## config.mk

```make
export PLATFORM = sky130hd
export DESIGN_NAME = serial_word_deserializer
export DESIGN_NICKNAME = d
export VERILOG_FILES = /design/src/rtl/serial_word_deserializer.sv
export SDC_FILE = /design/constraint.sdc
export NUM_CORES = 1
export LEC_CHECK = 0
export BUFFER_PORTS_ARGS = -buffer_cell sky130_fd_sc_hd__buf_2
export CAP_MARGIN = 0
export CORE_MARGIN = 3
export CORE_UTILIZATION = 51
export DETAILED_ROUTE_END_ITERATION = 6
export GPL_TIMING_DRIVEN = 0
export PLACE_DENSITY_LB_ADDON = 0.2
export SLEW_MARGIN = 20
export SYNTH_ARGS = -nofsm -noshare
export SYNTH_HDL_FRONTEND = slang
export SYNTH_SLANG_ARGS = --single-unit
```

## constraint.sdc

```tcl
create_clock -name clk -period 4.31 [get_ports clk]
set_input_delay 0.862 -clock clk [delete_from_list [all_inputs] [get_ports clk]]
set_output_delay 0.862 -clock clk [all_outputs]
set_load 0.02 [all_outputs]
```

## src/rtl/serial_word_deserializer.sv

```systemverilog
// Bit-serial to parallel word receiver: gathers WIDTH strobed bits into a word and
// presents it through a valid/ready output register with sticky overrun on drop.
module serial_word_deserializer #(
    parameter int  WIDTH     = 32,
    parameter bit  LSB_FIRST = 1'b1,
    localparam int CW        = $clog2(WIDTH + 1),
    localparam int IW        = $clog2(WIDTH)
) (
    input  logic             clk,
    input  logic             reset,
    input  logic             start_i,
    input  logic             d_i,
    input  logic             d_valid_i,
    output logic [WIDTH-1:0] word_out_o,
    output logic             word_valid_o,
    input  logic             word_ready_i,
    output logic             busy_o,
    output logic [CW-1:0]    bit_count_o,
    output logic             overrun_o
);

    typedef enum logic {IDLE, SHIFT} state_t;

    state_t           state_q, state_d;
    logic [WIDTH-1:0] shift_q, shift_d;
    logic [CW-1:0]    count_q, count_d;
    logic [WIDTH-1:0] word_q, word_d;
    logic             valid_q, valid_d;
    logic             overrun_q, overrun_d;

    logic             last_bit;
    logic [IW-1:0]    bit_pos;

    assign last_bit = (count_q == CW'(WIDTH - 1));
    assign bit_pos  = LSB_FIRST ? count_q[IW-1:0] : IW'(WIDTH - 1) - count_q[IW-1:0];

    always_ff @(posedge clk) begin
        if (reset) begin
            state_q   <= IDLE;
            shift_q   <= '0;
            count_q   <= '0;
            word_q    <= '0;
            valid_q   <= 1'b0;
            overrun_q <= 1'b0;
        end else begin
            // NOTE: state uses non-blocking assignments so every register samples pre-edge values.
            state_q   <= state_d;
            shift_q   <= shift_d;
            count_q   <= count_d;
            word_q    <= word_d;
            valid_q   <= valid_d;
            overrun_q <= overrun_d;
        end
    end

    always_comb begin
        state_d = state_q;
        unique case (state_q)
            IDLE:    if (start_i) state_d = SHIFT;
            SHIFT:   if (!start_i && d_valid_i && last_bit) state_d = IDLE;
            default: state_d = IDLE;
        endcase
    end

    always_comb begin
        // NOTE: every comb output gets a default first, so no path can infer a latch.
        shift_d   = shift_q;
        count_d   = count_q;
        word_d    = word_q;
        valid_d   = valid_q & ~word_ready_i;
        overrun_d = overrun_q;

        if (start_i) begin
            shift_d = '0;
            count_d = '0;
        end else if (state_q == SHIFT && d_valid_i) begin
            shift_d[bit_pos] = d_i;
            if (last_bit) begin
                count_d = '0;
                // A full word only lands if the output slot is empty or draining now.
                if (!valid_q || word_ready_i) begin
                    word_d  = shift_d;
                    valid_d = 1'b1;
                end else begin
                    overrun_d = 1'b1;
                end
            end else begin
                count_d = count_q + CW'(1);
            end
        end
    end

    assign word_out_o   = word_q;
    assign word_valid_o = valid_q;
    assign busy_o       = (state_q == SHIFT);
    assign bit_count_o  = count_q;
    assign overrun_o    = overrun_q;

endmodule

```

# [Word-level counts from Yosys, hierarchy flattened]
# Index checks and enable logic that the tools add are counted.
[op_classes] add_sub_neg=1 magnitude_cmp=2 eq_ne=1 muxes=11 n_bitwise=5 n_reduce_logical=10
[ops] op="$bwmux W32" n=1
[ops] op="$reduce_and A4 Y1" n=2
[ops] op="$mux W1" n=7
[ops] op="$add A6 B1 Y6 const B" n=1
[ops] op="$eq A6 B5 Y1 const B" n=1
[ops] op="$lt A5 B6 Y1 const B" n=1
[ops] op="$mux W6" n=1
[ops] op="$demux W1 S5" n=1
[ops] op="$ge A5 B1 Y1 const B" n=1
[ops] op="$logic_and A1 B1 Y1" n=4
[ops] op="$not A1 Y1" n=4
[ops] op="$logic_not A1 Y1" n=2
[ops] op="$pmux W1 S2" n=1
[ops] op="$reduce_or A2 Y1" n=1
[ops] op="$and A1 B1 Y1" n=1
[ops] op="$logic_or A1 B1 Y1" n=1
[totals] ff_bits=73 in_bits=6 output_inout_bits=41 word_cells=36

# [Logic depth before layout (Yosys ltp)]
[logic_depth] depth_word=6 mapped_depth=6 mapped_depth_nobuf=5

# [Worst setup path after synthesis]
# OpenSTA, ideal clock, no wires.
[synth_path] path_kind="input-to-reg" start="input start_i" end="register word_q[27] (netlist: word_out_o[27])" setup_ns=0.069 t_arrival_ns=1.947 required_time_ns=4.241 setup_slack_ns=2.294 cell_stages=5 path_buffers=2 path_cell_list="nand4bb_1 -> buf_2 -> or4_4 -> buf_6 -> o21ai_1"
[synth_between] elab_chain_cells=2
[synth_rtl] item="start, declared" line="11" text="input logic start_i,"
[synth_rtl] item="$not A1 Y1 (no source line)"
[synth_rtl] item="$reduce_and A4 Y1 (no source line)"
[synth_rtl] item="end signal, assigned" line="50" text="word_q <= word_d;"
[synth_rtl] item="end, declared" line="27" text="logic [WIDTH-1:0] word_q, word_d;"
# No other way between the ends.
# A chain may end at the register's enable or synchronous reset.

# [Final worst setup path]
[layout_path] start="register count_q[1] (netlist: bit_count_o[1])" end="register count_q[0] (netlist: bit_count_o[0])"
[layout_between] elab_chain_cells=2
[layout_rtl] item="start, declared" line="26" text="logic [CW-1:0] count_q, count_d;"
[layout_rtl] item="start signal, assigned" line="49" text="count_q <= count_d;"
[layout_rtl] item="$eq A6 B5 Y1" line="34" text="assign last_bit = (count_q == CW'(WIDTH - 1));"
[layout_rtl] item="$mux W6" line="78" text="if (last_bit) begin"
# No other way between the ends.

==> metrics.txt <==
run status=completed; Cells after DPL=547; YS warnings=0; worst path required time=approximately 4.5 ns; Startpoint Class=flip-flop; hold path start=shift_q[4]; root buf cell=clkbuf_8; IO Pins=47; Reg2Reg Depth=5; VDD IR max=0.188 mV; crit-path cells=ha_1 > clkbuf_1 > nand2_1 > o311ai_0 > a21oi_1; worst path buffer plus inverter count=1; Skew-Pair Late Insertion Delay=0.36 ns; r2r endpoint=bit_count_o[0]; pre-CTS worst setup slack=between 2 and 2.5 ns; final worst slack=2.10 ns; DR vias/cell=6.24; antenna viol nets, final=0; critical path endpoint category=flip-flop; initial core utilization=53.0%; Rows=30; area occupied by registers=1460 um^2; via count=3508; #FFs+latches synth=73; # H-tree levels=3; floorplan core area=6830 um^2; skew final=between 0.015 and 0.02 ns; HPWL after DPL=7.45 mm; Worst R2R Setup Slack=2.10 ns; critical path data arrival time=2.43 ns; initial antenna violation count=0; relative slew slack=61.3%; Max Fclk=452 MHz; post-synthesis cell area=3620 um^2; Worst Path Max Fanout=10; CTS tree=built; first-pass GRT wire length=16.6 mm; Die Area=between 8000 and 9000 um^2; post-synthesis net count=approximately 420; Post-route DRC=0; delay-heaviest family, CP=compound AO/OA/AOI/OAI gates; Hold Vio Cnt, Final=0; Die Y=90.2 um; final std cells w/o fill=approximately 560; fin area=4170 um^2; minimum clock period=2.21 ns; nets=about 470; P_leak=1.47 nW; Reg2Reg Launch Point=bit_count_o[1]; Distinct cells, synth=35; Hold Path Depth=2; clock transition at the registers of the reported paths=~0.08 ns; quantity of I/O buffers inserted on ports=45; cell at the slowest stage of the critical path=dfxtp_1; gpl congestion=0.998; area grow syn2layout=15.3%; P per Cell Area=314 nW/um^2; # Post-CTS Setup Buffers=0; clock buffer count from CTS=9; CTS Hold Bufs=0; Die Wd=between 90 and 100 um; Remaining Overflow, GRT=0; Pre-Repair DR Iteration Count=6; Final setup violation count=0; period utilization=between 50 and 60%; clock buffer depth=2; routed len/inst=between 15 and 20 um; Worst-Margin Slew=0.581 ns; largest net degree at the start of global routing=13; Sink Count=73; Fill cells=around 630; number of global-route vias before repair=between 3000 and 4000; # resized after CTS=0; Initial DRC Count=336; Area after DPL=a little under 4000 um^2; sequential share of the synthesized area=40.4%; Antenna diodes=0; final setup TNS=0 ns; final wirelength=between 10 and 15 mm; HP Class=reg2reg; Crit path largest cell delay=0.45 ns; Max Cap Viol=0; RSZ-0062 raised after global routing=no; Post-Syn Area per Cell=approximately 8.9 um^2; GR Util All Layers=approximately a quarter; kind of critical path=reg2reg; Min-Delay Endpoint=shift_q[4]; footprint of the multi-input gates=1920 um^2; Slew Viols, Final=0; share of cells above drive strength 1=14.8%; Mapped Cells=406
-- sequential cells by signal, summed over array words and instances, names as in the netlist --
name / flops
bit_count_o: 6
busy_o: 1
overrun_o: 1
shift_q: 32
word_out_o: 32
word_valid_o: 1
-- worst max-delay path by stage --
stage,slack (ns),start,end,cells after the start
after detailed placement,2.02,d_valid_i,shift_q[21],6
after floorplan,2.29,start_i,word_out_o[27],5
after global routing,1.98,bit_count_o[1],bit_count_o[0],5
after CTS,2.16,bit_count_o[1],word_out_o[16],6
final,2.10,bit_count_o[1],bit_count_o[0],5
after global placement,2.05,start_i,word_out_o[12],6
-- cell usage after synthesis (all sizes together) --
master	instances	area, um^2
nand4bb	2	22.5
buf	10	65.1
clkbuf	41	154
nor2b	5	31.3
nand4	14	93.8
o41ai	1	8.76
o31ai	2	15.0
or4	1	11.3
nor3	1	5.00
o21ai	67	335
a311o	1	10.0
o211ai	1	7.51
or3	1	6.26
o21a	1	7.51
and2	2	12.5
xor2	1	8.76
nand3	19	95.1
nor2	3	11.3
ha	4	50.1
dfxtp	73	1460
a21oi	36	180
nand2	8	30.0
inv	6	22.5
and4	1	8.76
nand4b	14	123
and4b	2	20.0
nor4bb	13	130
nand2b	6	37.5
nor4b	4	35.0
mux2i	33	330
o311ai	33	289
-- per-layer routing --
metal | routed length (um) | GRT usage [%] | up-vias
met2 | 4880 | 39.6 | 134
met4 | 303 | 12.2 | 0
met3 | 770 | 5.52 | 26
met1 | 4530 | 33.9 | 1680
li1 | - | - | 1668
met5 | 0 | 0 | -
-- worst reg2reg max path, cell delays in order, from the launching register on --
cell and delay (ns):
dfxtp_1 0.45, ha_1 0.44, clkbuf_1 0.45, nand2_1 0.25
o311ai_0 0.36, a21oi_1 0.11
-- placed cells by master (no fill, tap or decap), types with 2 or more instances in the layout --
cell        n
nand4_1    13
a21oi_1    36
nand2b_1    6
nand2_1     8
clkbuf_8    9
o21ai_1    30
buf_1       3
nand4bb_1   2
nor2_1      3
inv_1       6
dfxtp_1    73
buf_2      49
nor4b_1     4
o31ai_1     2
bufinv_16   2
nand4b_1   14
ha_1        4
o311ai_0   33
o21ai_0    37
nor2b_1     5
and2_1      2
nor4bb_1   13
nand3_1    19
mux2i_1    33
clkbuf_1   41
buf_6       3
clkinv_2    3
and4b_1     2
-- report_power, final --
group | leakage, nW | internal [mW] | switching [mW]
Combinational | 0.769 | 0.0132 | 0.0402
Sequential | 0.588 | 0.677 | 0.00228
Clock | 0.109 | 0.320 | 0.258
Total | 1.47 | 1.01 | 0.300
-- layout make-up --
| class | instances | share of cell area, % |
|---|---|---|
| sequential | 73 | 35.0 |
| buffer | 51 | 5.25 |
| inverter | 6 | 0.540 |
| multi-input combinational | 276 | 45.9 |
| tap | 96 | 2.88 |
| clock inverter | 6 | 2.01 |
| timing repair buffer | 45 | 5.40 |
| clock buffer | 9 | 2.97 |
-- metrics by stage --
step	hold slack, ns	power, mW	util [%]
3_3_place_gp	0.445	0.745	58.0
3_5_place_dp	0.467	0.746	58.0
5_1_grt	0.505	1.35	61.1
4_1_cts	0.478	1.31	61.1
2_1_floorplan	0.454	0.728	-
6_report	0.476	1.31	61.1
-- logic make-up after synthesis --
logic type	count (synthesis)	synth area share, %
buf+inv	57	6.67
simple gates	96	18.6
compound gates	142	23.6
xor+xnor	1	0.242
mux	33	9.13
fa+ha+maj	4	1.38
flops	73	40.4
No activity file was read; power rests on OpenSTA's default activity.
